### src/rtl/conv_job_scheduler_pkg.sv
// conv_job_scheduler_pkg: shared widths, state/error encodings and the packed job word
package conv_job_scheduler_pkg;
  localparam int TS_W = 8;
  localparam int KS_W = 4;
  localparam int CH_W = 8;
  localparam int ST_W = 3;
  localparam int KN_W = 8;
  localparam int JOB_W = TS_W + KS_W + CH_W + ST_W + KN_W;
  typedef enum logic [2:0] {IDLE, CHECK, CALC, CLEAR, RUN, FLUSH, DONE} state_t;
  typedef enum logic [1:0] {ERR_NONE, ERR_CFG, ERR_TIMEOUT, ERR_ABORT} err_t;
  typedef struct packed {
    logic [TS_W-1:0] tensor_size;
    logic [KS_W-1:0] kernel_size;
    logic [CH_W-1:0] channels;
    logic [ST_W-1:0] stride;
    logic [KN_W-1:0] kernel_nums;
  } job_t;
  function automatic logic cfg_bad(job_t j);
    return ~|j.stride || ~|j.kernel_size || (TS_W'(j.kernel_size) > j.tensor_size) ||
           ~|j.channels || ~|j.kernel_nums;
  endfunction
endpackage

### src/rtl/conv_job_scheduler_if.sv
// conv_job_scheduler_if: host job push, datapath control and status bundle
interface conv_job_scheduler_if;
  import conv_job_scheduler_pkg::*;
  logic job_valid;
  logic job_ready;
  logic [TS_W-1:0] job_tensor_size;
  logic [KS_W-1:0] job_kernel_size;
  logic [CH_W-1:0] job_channels;
  logic [ST_W-1:0] job_stride;
  logic [KN_W-1:0] job_kernel_nums;
  logic abort;
  logic dp_clear;
  logic dp_enable;
  logic [TS_W-1:0] cfg_tensor_size;
  logic [KS_W-1:0] cfg_kernel_size;
  logic [CH_W-1:0] cfg_channels;
  logic [ST_W-1:0] cfg_stride;
  logic [KN_W-1:0] cfg_kernel_nums;
  logic dp_w_done;
  logic [TS_W-1:0] out_dim;
  logic busy;
  logic job_done;
  logic job_err;
  logic [1:0] err_code;
  logic [15:0] jobs_completed;
  modport master (
    output job_valid, job_tensor_size, job_kernel_size, job_channels, job_stride, job_kernel_nums,
    output abort, dp_w_done,
    input job_ready, dp_clear, dp_enable, cfg_tensor_size, cfg_kernel_size, cfg_channels,
    input cfg_stride, cfg_kernel_nums, out_dim, busy, job_done, job_err, err_code, jobs_completed
  );
  modport slave (
    input job_valid, job_tensor_size, job_kernel_size, job_channels, job_stride, job_kernel_nums,
    input abort, dp_w_done,
    output job_ready, dp_clear, dp_enable, cfg_tensor_size, cfg_kernel_size, cfg_channels,
    output cfg_stride, cfg_kernel_nums, out_dim, busy, job_done, job_err, err_code, jobs_completed
  );
endinterface

### src/rtl/conv_job_scheduler_job_fifo.sv
// job_fifo: show-ahead synchronous FIFO of packed job words with full/empty/count
module job_fifo #(
  parameter int W = 8,
  parameter int DEPTH = 4,
  localparam int AW = $clog2(DEPTH)
) (
  input  logic          clk,
  input  logic          rst,
  input  logic          push,
  input  logic          pop,
  input  logic [W-1:0]  din,
  output logic [W-1:0]  dout,
  output logic          full,
  output logic          empty,
  output logic [AW:0]   count
);
  logic [W-1:0] mem [DEPTH];
  logic [AW-1:0] wr, rd;
  logic push_ok, pop_ok;
  assign full = count == (AW+1)'(DEPTH);
  assign empty = ~|count;
  assign push_ok = push && !full;
  assign pop_ok = pop && !empty;
  assign dout = mem[rd];
  // storage needs no reset: only slots below count are ever read
  always_ff @(posedge clk)
    if (push_ok) mem[wr] <= din;
  // pointers wrap naturally since depth is a power of two
  always_ff @(posedge clk or posedge rst)
    if (rst) begin
      wr <= '0;
      rd <= '0;
      count <= '0;
    end else begin
      if (push_ok) wr <= wr + AW'(1);
      if (pop_ok) rd <= rd + AW'(1);
      count <= count + (AW+1)'(push_ok) - (AW+1)'(pop_ok);
    end
endmodule

### src/rtl/conv_job_scheduler.sv
// conv_job_scheduler: queues, validates and sequences convolution jobs through the datapath
module conv_job_scheduler
  import conv_job_scheduler_pkg::*;
#(
  parameter int QDEPTH = 4,
  parameter int TIMEOUT = 1_000_000,
  parameter int TO_W = 24
) (
  input logic clk,
  input logic rst,
  conv_job_scheduler_if.slave bus
);
  localparam int CW = $clog2(QDEPTH) + 1;
  state_t st, nxt;
  err_t ecode, err;
  job_t head, cfg;
  logic full, empty, pop, fin_ok, fin_err, ph, done_q, err_q;
  logic [CW-1:0] count;
  logic [TS_W-1:0] rem, q, out_dim;
  logic [TO_W-1:0] wd;
  logic [15:0] done_cnt;
  job_fifo #(.W(JOB_W), .DEPTH(QDEPTH)) u_fifo (
    .clk(clk),
    .rst(rst),
    .push(bus.job_valid),
    .pop(pop),
    .din({bus.job_tensor_size, bus.job_kernel_size, bus.job_channels, bus.job_stride, bus.job_kernel_nums}),
    .dout(head),
    .full(full),
    .empty(empty),
    .count(count)
  );
  assign bus.job_ready = !full;
  assign bus.dp_clear = st == CLEAR || st == FLUSH;
  assign bus.dp_enable = st == RUN;
  assign bus.cfg_tensor_size = cfg.tensor_size;
  assign bus.cfg_kernel_size = cfg.kernel_size;
  assign bus.cfg_channels = cfg.channels;
  assign bus.cfg_stride = cfg.stride;
  assign bus.cfg_kernel_nums = cfg.kernel_nums;
  assign bus.out_dim = out_dim;
  assign bus.busy = st != IDLE || |count;
  assign bus.job_done = done_q;
  assign bus.job_err = err_q;
  assign bus.err_code = err;
  assign bus.jobs_completed = done_cnt;
  // state register
  always_ff @(posedge clk or posedge rst)
    if (rst) st <= IDLE;
    else st <= nxt;
  // next state and job outcome; save-complete outranks abort, abort outranks the watchdog
  always_comb begin
    nxt = st;
    pop = 1'b0;
    fin_ok = 1'b0;
    fin_err = 1'b0;
    ecode = ERR_NONE;
    case (st)
      IDLE: if (!empty) begin
        pop = 1'b1;
        nxt = CHECK;
      end
      CHECK: if (cfg_bad(cfg)) begin
        fin_err = 1'b1;
        ecode = ERR_CFG;
        nxt = IDLE;
      end else nxt = CALC;
      CALC: if (rem < TS_W'(cfg.stride)) nxt = CLEAR;
      CLEAR: if (ph) nxt = RUN;
      RUN: if (bus.dp_w_done) begin
        fin_ok = 1'b1;
        nxt = DONE;
      end else if (bus.abort || wd == TO_W'(TIMEOUT - 1)) begin
        fin_err = 1'b1;
        ecode = bus.abort ? ERR_ABORT : ERR_TIMEOUT;
        nxt = FLUSH;
      end
      FLUSH: if (ph) nxt = IDLE;
      DONE: nxt = IDLE;
      default: nxt = IDLE;
    endcase
  end
  // job config, output-dimension divider, clear phase, watchdog and status registers
  always_ff @(posedge clk or posedge rst)
    if (rst) begin
      cfg <= '0;
      rem <= '0;
      q <= '0;
      out_dim <= '0;
      wd <= '0;
      ph <= 1'b0;
      done_q <= 1'b0;
      err_q <= 1'b0;
      err <= ERR_NONE;
      done_cnt <= '0;
    end else begin
      done_q <= fin_ok;
      err_q <= fin_err;
      if (fin_ok || fin_err) err <= ecode;
      if (fin_ok) done_cnt <= done_cnt + 16'd1;
      if (pop) cfg <= head;
      if (st == CHECK) begin
        rem <= cfg.tensor_size - TS_W'(cfg.kernel_size);
        q <= '0;
      end
      if (st == CALC && rem >= TS_W'(cfg.stride)) begin
        rem <= rem - TS_W'(cfg.stride);
        q <= q + TS_W'(1);
      end
      if (st == CALC && rem < TS_W'(cfg.stride)) out_dim <= q + TS_W'(1);
      ph <= (st == CLEAR || st == FLUSH) && !ph;
      wd <= st == RUN ? wd + TO_W'(1) : '0;
    end
endmodule

### src/flat_wrapper.sv
// flat-port wrapper written by rule: the top's interface ports become plain ports
module conv_job_scheduler_flat import conv_job_scheduler_pkg::*;
#(
  parameter int QDEPTH = 4,
  parameter int TIMEOUT = 1_000_000,
  parameter int TO_W = 24
)
  (clk, rst, bus_job_valid, bus_job_tensor_size, bus_job_kernel_size, bus_job_channels, bus_job_stride, bus_job_kernel_nums, bus_abort, bus_dp_w_done, bus_job_ready, bus_dp_clear, bus_dp_enable, bus_cfg_tensor_size, bus_cfg_kernel_size, bus_cfg_channels, bus_cfg_stride, bus_cfg_kernel_nums, bus_out_dim, bus_busy, bus_job_done, bus_job_err, bus_err_code, bus_jobs_completed);
  conv_job_scheduler_if bus_i ();
  input logic clk;
  input logic rst;
  input wire logic [$bits(bus_i.job_valid)-1:0] bus_job_valid;
  input wire logic [$bits(bus_i.job_tensor_size)-1:0] bus_job_tensor_size;
  input wire logic [$bits(bus_i.job_kernel_size)-1:0] bus_job_kernel_size;
  input wire logic [$bits(bus_i.job_channels)-1:0] bus_job_channels;
  input wire logic [$bits(bus_i.job_stride)-1:0] bus_job_stride;
  input wire logic [$bits(bus_i.job_kernel_nums)-1:0] bus_job_kernel_nums;
  input wire logic [$bits(bus_i.abort)-1:0] bus_abort;
  input wire logic [$bits(bus_i.dp_w_done)-1:0] bus_dp_w_done;
  output wire logic [$bits(bus_i.job_ready)-1:0] bus_job_ready;
  output wire logic [$bits(bus_i.dp_clear)-1:0] bus_dp_clear;
  output wire logic [$bits(bus_i.dp_enable)-1:0] bus_dp_enable;
  output wire logic [$bits(bus_i.cfg_tensor_size)-1:0] bus_cfg_tensor_size;
  output wire logic [$bits(bus_i.cfg_kernel_size)-1:0] bus_cfg_kernel_size;
  output wire logic [$bits(bus_i.cfg_channels)-1:0] bus_cfg_channels;
  output wire logic [$bits(bus_i.cfg_stride)-1:0] bus_cfg_stride;
  output wire logic [$bits(bus_i.cfg_kernel_nums)-1:0] bus_cfg_kernel_nums;
  output wire logic [$bits(bus_i.out_dim)-1:0] bus_out_dim;
  output wire logic [$bits(bus_i.busy)-1:0] bus_busy;
  output wire logic [$bits(bus_i.job_done)-1:0] bus_job_done;
  output wire logic [$bits(bus_i.job_err)-1:0] bus_job_err;
  output wire logic [$bits(bus_i.err_code)-1:0] bus_err_code;
  output wire logic [$bits(bus_i.jobs_completed)-1:0] bus_jobs_completed;
  assign bus_i.job_valid = bus_job_valid;
  assign bus_i.job_tensor_size = bus_job_tensor_size;
  assign bus_i.job_kernel_size = bus_job_kernel_size;
  assign bus_i.job_channels = bus_job_channels;
  assign bus_i.job_stride = bus_job_stride;
  assign bus_i.job_kernel_nums = bus_job_kernel_nums;
  assign bus_i.abort = bus_abort;
  assign bus_i.dp_w_done = bus_dp_w_done;
  assign bus_job_ready = bus_i.job_ready;
  assign bus_dp_clear = bus_i.dp_clear;
  assign bus_dp_enable = bus_i.dp_enable;
  assign bus_cfg_tensor_size = bus_i.cfg_tensor_size;
  assign bus_cfg_kernel_size = bus_i.cfg_kernel_size;
  assign bus_cfg_channels = bus_i.cfg_channels;
  assign bus_cfg_stride = bus_i.cfg_stride;
  assign bus_cfg_kernel_nums = bus_i.cfg_kernel_nums;
  assign bus_out_dim = bus_i.out_dim;
  assign bus_busy = bus_i.busy;
  assign bus_job_done = bus_i.job_done;
  assign bus_job_err = bus_i.job_err;
  assign bus_err_code = bus_i.err_code;
  assign bus_jobs_completed = bus_i.jobs_completed;
  conv_job_scheduler #(.QDEPTH(QDEPTH), .TIMEOUT(TIMEOUT), .TO_W(TO_W)) u_core (.clk(clk), .rst(rst), .bus(bus_i));
endmodule
### config.mk
export PLATFORM = sky130hd
export DESIGN_NAME = conv_job_scheduler_flat
export DESIGN_NICKNAME = d
export VERILOG_FILES = /design/src/rtl/conv_job_scheduler_pkg.sv /design/src/rtl/conv_job_scheduler_if.sv /design/src/rtl/conv_job_scheduler_job_fifo.sv /design/src/rtl/conv_job_scheduler.sv /design/src/flat_wrapper.sv
export SDC_FILE = /design/constraint.sdc
export NUM_CORES = 1
export LEC_CHECK = 0
export CAP_MARGIN = 40
export CORE_UTILIZATION = 50
export DETAILED_ROUTE_END_ITERATION = 6
export GPL_TIMING_DRIVEN = 0
export PLACE_DENSITY = 0.74
export SETUP_SLACK_MARGIN = 0.02
export SYNTH_ARGS = -nofsm -noshare
export SYNTH_HDL_FRONTEND = slang
export SYNTH_SLANG_ARGS = --single-unit
### constraint.sdc
create_clock -name clk -period 6.96 [get_ports clk]
set_input_delay 0.696 -clock clk [delete_from_list [all_inputs] [get_ports clk]]
set_output_delay 0.696 -clock clk [all_outputs]
set_load 0.1 [all_outputs]
==> results of run 1 <==
-- kinds of logic after synthesis --
kind of cell,after synthesis,synth area share (%)
DFF,234,66.3
and+or+nand+nor,190,10.0
AOI/OAI and AO/OA,64,4.26
muxes,58,10.3
xor gates and xnor gates,53,4.75
buffers and inverters,42,1.78
adders and majority gates,19,2.66
-- worst register-to-register path, cell delays in order (launching register included) --
cell	delay, ns
dfrtp_1	0.38
clkbuf_1	0.23
nor3_1	0.32
nor2b_1	0.17
clkbuf_1	0.28
clkbuf_1	0.37
ha_1	0.32
inv_1	0.06
ha_1	0.13
inv_1	0.05
fa_1	0.37
xnor2_1	0.18
xnor2_1	0.13
-- routing by layer --
metal,global-route usage (%),share of wire [%],vias to the layer above
met5,0,0,-
met4,4.92,2.1,0
met3,4.05,4.7,37
met1,25.5,40,3165
met2,39.1,53,171
li1,-,-,2838
-- registers in the layout (all words and copies together), names as in the netlist --
signal and count:
u_core.bus.job_err 1, u_core.bus.job_done 1, u_core.u_fifo.wr 2, u_core.u_fifo.count 3
u_core.rem 8, u_core.bus.err_code 2, u_core.u_fifo.mem 124, u_core.u_fifo.rd 2
u_core.bus.cfg_tensor_size 8, u_core.q 8, u_core.st 3, u_core.bus.cfg_channels 8
u_core.wd 24, u_core.ph 1, u_core.bus.jobs_completed 16, u_core.bus.cfg_kernel_nums 8
u_core.bus.cfg_kernel_size 4, u_core.bus.out_dim 8, u_core.bus.cfg_stride 3
-- worst max path at each step --
stage                 startpoint                       endpoint  slack (ns)  cells past startpoint
global placement             rst  u_core.bus.cfg_kernel_nums[0]        1.69                      2
CTS                 u_core.st[2]                   bus_dp_clear        3.87                      5
floorplan                    rst     u_core.bus.cfg_channels[0]        3.36                      1
global route        u_core.st[2]         u_core.u_fifo.count[2]        3.61                     12
finish              u_core.st[2]                   bus_dp_clear        3.88                      5
detailed placement  u_core.st[2]         u_core.u_fifo.count[2]        3.93                     12
-- metrics by stage --
step                hold WS, ns  setup WS (ns)
finish                    0.484           3.88
detailed placement        0.470           3.93
floorplan                 0.455           3.36
CTS                       0.488           3.87
global placement          0.462           1.69
global route              0.514           3.61
-- cell usage in the layout (no fill, tap or decap), drive strengths merged, types with 4 or more instances in the layout --
| master | netlist | layout |
|---|---|---|
| ha | 16 | 16 |
| edfxtp | 124 | 124 |
| xor2 | 25 | 25 |
| nor2b | 6 | 6 |
| nand2 | 50 | 50 |
| buf | 9 | 76 |
| bufinv | 0 | 5 |
| o21ai | 31 | 31 |
| mux4 | 31 | 31 |
| clkdlybuf4s50 | 0 | 98 |
| nor4 | 9 | 9 |
| nand4 | 12 | 12 |
| clkinv | 1 | 8 |
| dfrtp | 110 | 110 |
| inv | 19 | 20 |
| xnor2 | 28 | 28 |
| a31oi | 4 | 4 |
| nand3 | 16 | 16 |
| nor3 | 14 | 14 |
| and3 | 14 | 14 |
| mux2 | 27 | 27 |
| a21oi | 10 | 10 |
| nor2 | 43 | 43 |
| and4 | 4 | 4 |
| clkbuf | 13 | 44 |
-- report_power, final --
group | internal, uW | switching (uW)
sequential | 1810 | 210
combinational | 1200 | 1770
clock | 848 | 538
total | 3860 | 2520
-- cell type report --
type,instances,area share (%)
Inverter,20,0.595
Clock inverter,13,1.66
Buffer,22,0.758
Timing Repair Buffer,165,15.9
Tap cell,260,2.49
Sequential cell,234,49.6
Clock buffer,31,4.96
Multi-Input combinational cell,384,24.0
==> run metrics, run 1 <==
status=finished, final reports clean; critical path peak fanout=10; clk sinks=about 230; Setup TNS=0 ns; Synth-to-Final Area Change=33.5%; CTS Buf Count=24; CP required=approximately 6.3 ns; Final setup viols=0; H-tree Lvls=1; Multi-input gate area=3130 um^2; Antenna Cells=0; DIE WIDTH=between 100 and 150 um; Longest Clk Path Bufs=3; Final GP Congestion=0.888; CP max-delay cell=clkdlybuf4s50_1; post-layout util=between 60 and 70%; Worst Setup End Kind=output port; R2R depth=12; Via density=~5.5; number of max-cap violations=0; Mapped Cells=660; RSZ-0062 raised after global routing=no; clk_skew=0.0112 ns; share of layout cells above drive strength 1=a little over a fifth; synthesized area per cell=between 10 and 15 um^2; Initial DRC Count=about 360; synthesized area=9770 um^2; Synth Flop Type=edfxtp_1; worst hold stages=1; clk slew on worst S/H paths=approximately 0.06 ns; Hold Crit Endpoint=u_core.wd[0]; Buffers on Ports=98; clk_lat worst skew=~0.53 ns; Die Height=between 100 and 150 um; Synth top cells by count=edfxtp_1 (124), dfrtp_1 (110), nand2_1 (50), nor2_1 (42), mux4_2 (31); detailed-route DRC error count=0; Cell Count, Final, Fillers Out=approximately 1100; reg2reg end=u_core.u_fifo.count[2]; Synth async-reset ratio=approximately 47%; CTS tree=done; grt ovf=0; Yosys top cell area share=38.1%; I/O pin count=99; Placed Instance Area=12200 um^2; leading area contributor after synthesis=edfxtp_1; Total Wirelength=just over 20000 um; FF/Latch Area=~6500 um^2; total track usage=a little over a fifth; PwrDens=~500 nW/um^2; register-to-register setup slack=about 3.9 ns; class of the worst hold path=flop to flop; actual slew at the worst max-slew pin=roughly 0.87 ns; Setup Buffers After CTS=0; final instance area=about 13000 um^2; synthesized net count=a little over 700; Design Power=roughly 6400 uW; Crit Path Category=flop to output port; r2r startpoint=u_core.st[2]; core area=19000 um^2; leak pwr=0.00503 uW; final-report max-slew violation count=0; Distinct cells, synth=56; fin nets=~910; Slew HR=41.8%; Seq/Total Area, Yosys=~66%; detailed placement HPWL=about 14000 um; Cells after DPL=between 1000 and 1500; critical path startpoint category=flop; crit path time final=3.08 ns; hold path startpoint=u_core.wd[0]; Die Area=~20000 um^2; vias in the first global route=~6500; WL per Instance=18.1 um; clock root buffer=clkbuf_16; DRT Pass-1 Iters=5; Data arrival, critical path=around 2.4 ns; initial antenna violation count=0; Vias=6211; Worst path max stage delay=between 0.5 and 0.6 ns; effective utilization at floorplan=about half; Final Hold Vio Count=0; CP bufs+invs=3; FF+latch count, synth=234; YS warnings=0; count leader, synth=edfxtp_1; period utilisation layout=between 40% and 50%; hold_buf cts=0; cts repair resizes=0; crit-path cells=clkbuf_1 > xor2_1 > and2_1 > clkdlybuf4s50_1 > buf_8; largest cells by area after synthesis=edfxtp_1 (38%), dfrtp_1 (28%), mux4_2 (7.1%); Top Family by Delay on Critical Path=buffers and inverters; first-pass GRT wire length=33100 um; number of flops mapped to enable cells by yosys=about 120; row count=50; VDD IR max=about 0.46 mV; post-route ant nets=0; largest net degree at the start of global routing=44; Max Freq=around 320 MHz; Filler cells=roughly 1300
(Power assumes the default switching activity.)
==> run 2, diff against run 1 <==
clock period = 3.05 ns   (was 6.96 ns; I/O delays follow)
==> run 2 against run 1 <==
  * Worst setup slack got worse by 3.6 ns
  * Clock skew about the same
  * Via count decreased by 1.8%
  * Wire length down 1.6%
  * Register-to-register slack worse by 3.6 ns
  * Total power increased by 120%
  * Clock power increased by 110%
  * Critical path type is now flop to flop
  * Largest power group unchanged
==> run metrics, run 2 (synthesized netlist as in run 1, its figures left out) <==
status=finished, final reports clean; CTS Buf Count=24; Worst path max stage delay=between 0.3 and 0.4 ns; FF/Latch Area=6480 um^2; critical path peak fanout=10; Setup TNS=0 ns; PwrDens=roughly 1100 nW/um^2; r2r startpoint=u_core.st[2]; R2R depth=12; Setup Buffers After CTS=0; Buffers on Ports=98; detailed-route DRC error count=0; total track usage=a little over a fifth; grt ovf=0; Max Freq=around 360 MHz; DIE WIDTH=142 um; DRT Pass-1 Iters=5; Largest register FFs=between 100 and 150; register-to-register setup slack=~0.27 ns; Worst Setup End Kind=flop; core area=between 15000 and 20000 um^2; clk slew on worst S/H paths=0.06 ns; Data arrival, critical path=3.22 ns; Critical Path Stages=12; Total Wirelength=20200 um; Longest Clk Path Bufs=3; WL per Instance=between 15 and 20 um; Final GP Congestion=between 0.8 and 0.9; Clock power frac=between 20 and 25%; commonest cells after routing, fill and taps aside=edfxtp_1 (124), dfrtp_1 (110), clkdlybuf4s50_1 (98), buf_8 (58), nand2_1 (50); Int Power=8560 uW; clk sinks=~230; most common cell after layout, fill and taps aside=edfxtp_1; CP required=approximately 3.5 ns; Final setup viols=0; Slew HR=about 44%; reg2reg end=u_core.u_fifo.count[2]; clock root buffer=clkbuf_16; post-route ant nets=0; detailed placement HPWL=approximately 14000 um; Die Area=20100 um^2; RSZ-0062 raised after global routing=no; crit path time final=around 2.8 ns; initial antenna violation count=0; CP max-delay cell=dfrtp_1; share of layout cells above drive strength 1=around 22%; Die Height=about 140 um; leak pwr=0.00501 uW; final-report max-slew violation count=0; VDD IR max=a little over 0.9 mV; Multi-input gate area=about 3100 um^2; Filler cells=about 1300; number of max-cap violations=0; Synth-to-Final Area Change=33.1%; clk_lat worst skew=~0.52 ns; Cells after DPL=about 1100; first-pass GRT wire length=between 30000 and 40000 um; crit-path cells=clkbuf_1 > nor3_2 > nor2b_1 > clkbuf_2 > clkbuf_2 > ha_1 > inv_1 > ha_1 > inv_1 > fa_1 > xnor2_1 > xnor2_1; critical path startpoint category=flop; sequential fraction of design power=32.4%; effective utilization at floorplan=about half; vias in the first global route=between 6000 and 7000; Via density=approximately 5.4; Top Family by Delay on Critical Path=buffers and inverters; H-tree Lvls=1; Vias=a little over 6000; Comb power frac=around 48%; actual slew at the worst max-slew pin=~0.85 ns; row count=50; Final Hold Vio Count=0; I/O pin count=just under 100; CTS tree=done; Crit Path Category=flop to flop; class of the worst hold path=primary input to async pin; largest net degree at the start of global routing=~40; CP bufs+invs=5; clk_skew=roughly 0.011 ns; Antenna Cells=0; period utilisation layout=91.3%; Initial DRC Count=about 390; Cell Count, Final, Fillers Out=around 1100; Switching Share=between 30 and 40%; Reg with most FFs=u_core.u_fifo.mem; fin nets=908; net switching power=5670 uW
[run 2: final cells by class]
class	count	area share (%)
clock inverters	9	0.827
plain buffers	22	0.779
inverters	20	0.606
repair buffers	167	16.2
flip-flops and latches	234	49.8
clock buffers	35	5.17
well taps	260	2.50
multi-input cells	384	24.1
[run 2: power by group through the flow]
stage               registers [uW]  logic [uW]  clock network, uW
floorplan                     6290        2650                  0
global route                  4700        7160               3050
CTS                           4620        6800               2920
global placement              4650        5600                  0
detailed placement            4670        6740                  0
finish                        4610        6760               2860
[run 2: routing by layer]
layer	GRT usage, %	share of wire, %	up-vias
met3	3.75	4.8	34
met1	25.9	41	3060
met5	0	0	-
met2	38.2	52	161
met4	5.60	2.1	0
li1	-	-	2843
[run 2: metrics by stage]
stage / worst slack (ns) / hold slack (ns) / area [um^2] / power, uW / utilization, %
2_1_floorplan: 0.369 / 0.404 / 9780 / 8950 / -
3_3_place_gp: 0.0753 / 0.461 / 11100 / 10200 / 58.5
3_5_place_dp: -0.00529 / 0.472 / 12200 / 11400 / 64.4
4_1_cts: 0.106 / 0.0489 / 13000 / 14300 / 68.6
5_1_grt: 0.0517 / 0.0562 / 13000 / 14900 / 68.6
6_report: 0.267 / 0.0563 / 13000 / 14200 / 68.6
[run 2: timing repair]
item | 4_1_cts | 5_1_grt
resized for setup | 1 | 2
endpoints found under the setup margin | 1 | 1
hold buffers | 0 | 0
cloned | 0 | 0
[run 2: worst max-delay path by stage]
stage | startpoint | slack (ns) | to
floorplan | u_core.u_fifo.count[1] | 0.37 | u_core.u_fifo.count[2]
global placement | u_core.st[2] | 0.08 | u_core.u_fifo.count[2]
detailed placement | u_core.st[2] | -0.005 | u_core.u_fifo.count[2]
CTS | u_core.st[2] | 0.11 | u_core.u_fifo.count[2]
global route | u_core.st[2] | 0.05 | u_core.u_fifo.count[2]
finish | u_core.st[2] | 0.27 | u_core.u_fifo.count[2]
==> run 3, diff against run 2 <==
--- a/config.mk
+++ b/config.mk
@@ -6,9 +6,10 @@
 export NUM_CORES = 1
 export LEC_CHECK = 0
+export ABC_AREA = 1
 export CAP_MARGIN = 40
 export CORE_UTILIZATION = 50
 export DETAILED_ROUTE_END_ITERATION = 6
 export GPL_TIMING_DRIVEN = 0
-export PLACE_DENSITY = 0.74
+export PLACE_DENSITY = 0.73
 export SETUP_SLACK_MARGIN = 0.02
 export SYNTH_ARGS = -nofsm -noshare
==> constraint.sdc (replaced) <==
create_clock -name clk -period 3.05 [get_ports clk]
set_input_delay 0.305 -clock clk [delete_from_list [all_inputs] [get_ports clk]]
set_output_delay 0.305 -clock clk [all_outputs]
set_load 0.05 [all_outputs]
==> run 3 against run 2 <==
  * Highest routed layer is now met5
  * Clock skew is 0.0027 ns higher
  * Largest power group unchanged
  * First-iteration DRC count up 42%
  * Wire length grew 15%
  * Final cell count is 28% higher
  * Critical path type is now flop to output port
  * Synthesized cell count is 55% higher
  * Critical endpoint is now bus_dp_enable
  * Maximum frequency is 0.37% higher
==> run metrics, run 3 <==
CP required=between 2 and 3 ns; clk_lat worst skew=between 0.5 and 0.6 ns; Die Height=between 100 and 150 um; xor and xnor area share after synthesis=about 2.6%; crit path time final=about 2.8 ns; H-tree Lvls=1; mux cell area share after synthesis=0%; DRT Pass-1 Iters=4; Mapped Cells=roughly 1000; YS warnings=0; number of max-cap violations=0; simple logic cell fraction of the synthesized area=18.6%; first-pass GRT wire length=~38000 um; critical path peak fanout=10; Synth async-reset ratio=between 40% and 50%; vias in the first global route=7368; detailed placement HPWL=16000 um; core area=20200 um^2; effective utilization at floorplan=approximately half; Buffers on Ports=a little under 100; PwrDens=1040 nW/um^2; hold_buf cts=0; class of the worst hold path=primary input to async pin; Final setup viols=0; I/O pin count=between 90 and 100; detailed-route DRC error count=0; Seq/Total Area, Yosys=around 63%; final-report max-slew violation count=0; WL per Instance=~16 um; Data arrival, critical path=~2.5 ns; Reg with most FFs=u_core.u_fifo.mem; period utilisation layout=about nine tenths; total track usage=around 23%; clk_skew=around 0.014 ns; Final GP Congestion=just under 0.9; synthesized area=10300 um^2; Worst Setup End Kind=output port; CTS tree=done; Synth-to-Final Area Change=23.8%; Distinct cells, synth=38; Filler cells=around 1600; Total Wirelength=roughly 23000 um; FF+latch count, synth=234; Die Area=about 21000 um^2; status=finished, final reports clean; Largest register FFs=roughly 120; RSZ-0062 raised after global routing=no; fin nets=between 1000 and 1500; clk slew on worst S/H paths=~0.060 ns; Initial DRC Count=~550; Setup Buffers After CTS=0; synthesized area per cell=around 10 um^2; actual slew at the worst max-slew pin=0.628 ns; VDD IR max=0.833 mV; Max Freq=around 360 MHz; Design Power=13100 uW; commonest cells after routing, fill and taps aside=nor2_1 (202), nand2_1 (172), edfxtp_1 (124), dfrtp_1 (110), clkdlybuf4s50_1 (98); cts repair resizes=0; synthesized net count=~1100; count leader, synth=nor2_1; CTS Buf Count=24; adder and majority gate portion of the synthesized area=under 10%; Vias=7600; most common cell after layout, fill and taps aside=nor2_1; Synth Flop Type=edfxtp_1; FF/Latch Area=6480 um^2; Setup TNS=0 ns; Crit Path Category=flop to output port; critical path startpoint category=flop; Yosys top cell area share=a little over a third; main combinational cell family by area after synthesis=simple AND/OR/NAND/NOR gates; Compound-Gate Fraction of Synth Area=under 10%; final hold slack=about 0.17 ns; number of flops mapped to enable cells by yosys=about 120; clock root buffer=clkbuf_16; grt ovf=0; Synth top cells by count=nor2_1 (206), nand2_1 (172), edfxtp_1 (124), dfrtp_1 (110), inv_1 (79); Via density=approximately 5.3; Longest Clk Path Bufs=3; Final Hold Vio Count=0; largest cells by area after synthesis=edfxtp_1 (36%), dfrtp_1 (27%), nor2_1 (7.5%); Multi-input gate area=about 3300 um^2; largest net degree at the start of global routing=29; post-route ant nets=0; share of layout cells above drive strength 1=slightly below 8%; clk sinks=roughly 230; DIE WIDTH=approximately 150 um; Antenna Cells=0; leading area contributor after synthesis=edfxtp_1; leak pwr=0.00516 uW; Slew HR=between 50% and 60%; initial antenna violation count=1; row count=between 50 and 60
[run 3: per-stage QoR]
stage	setup slack, ns	cells	instance area (um^2)	util, %
3_5_place_dp	0.386	1401	11800	58.5
5_1_grt	0.172	1445	12700	62.9
2_1_floorplan	0.106	1025	10300	-
3_3_place_gp	-0.751	1393	11600	57.4
4_1_cts	0.258	1445	12700	62.9
6_report	0.277	1445	12700	62.9
[run 3: worst paths after layout]
path	end	start	slack [ns]	cells past startpoint
max in group asynchronous	u_core.bus.cfg_channels[7]	rst	2.02	5
worst min register to register	u_core.ph	u_core.ph	0.43	1
worst max-delay path	bus_dp_enable	u_core.st[0]	0.28	5
worst max register to register	u_core.u_fifo.count[2]	u_core.u_fifo.count[1]	0.39	12
worst min-delay path	u_core.wd[1]	rst	0.17	2
min in group clk	u_core.u_fifo.mem[2][15]	bus_job_channels[4]	0.40	1
[run 3: area by class of cell]
cell class / instances / area share [%]
clock buffers: 34 / 5.66
repair buffers: 106 / 9.23
flip-flops and latches: 234 / 51.0
inverters: 93 / 2.79
clock inverters: 10 / 1.41
well taps: 270 / 2.66
multi-input cells: 666 / 26.1
plain buffers: 32 / 1.08
[run 3: layer usage]
layer	track usage [%]	vias to the layer above	wire length, um
li1	-	3689	-
met1	29.0	3663	9940
met2	39.6	210	11500
met3	3.99	36	1360
met4	5.84	2	386
met5	0	-	13
[run 3: power by group]
| group | switching [uW] | internal (uW) |
|---|---|---|
| clock network | 1230 | 1990 |
| logic | 3610 | 1720 |
| registers | 459 | 4130 |
| total | 5300 | 7840 |
[run 3: kinds of logic after synthesis]
| kind of cell | after synthesis |
|---|---|
| and+or+nand+nor | 459 |
| DFF | 234 |
| AOI/OAI and AO/OA | 157 |
| buffers and inverters | 125 |
| xor gates and xnor gates | 31 |
| adders and majority gates | 19 |
[run 3: critical path: stages, from the launching register on]
cell and delay, ns:
dfrtp_1 0.45, nor2_4 0.16, nand2_2 0.14, clkinv_2 0.12
buf_2 0.23, clkdlybuf4s50_1 0.84
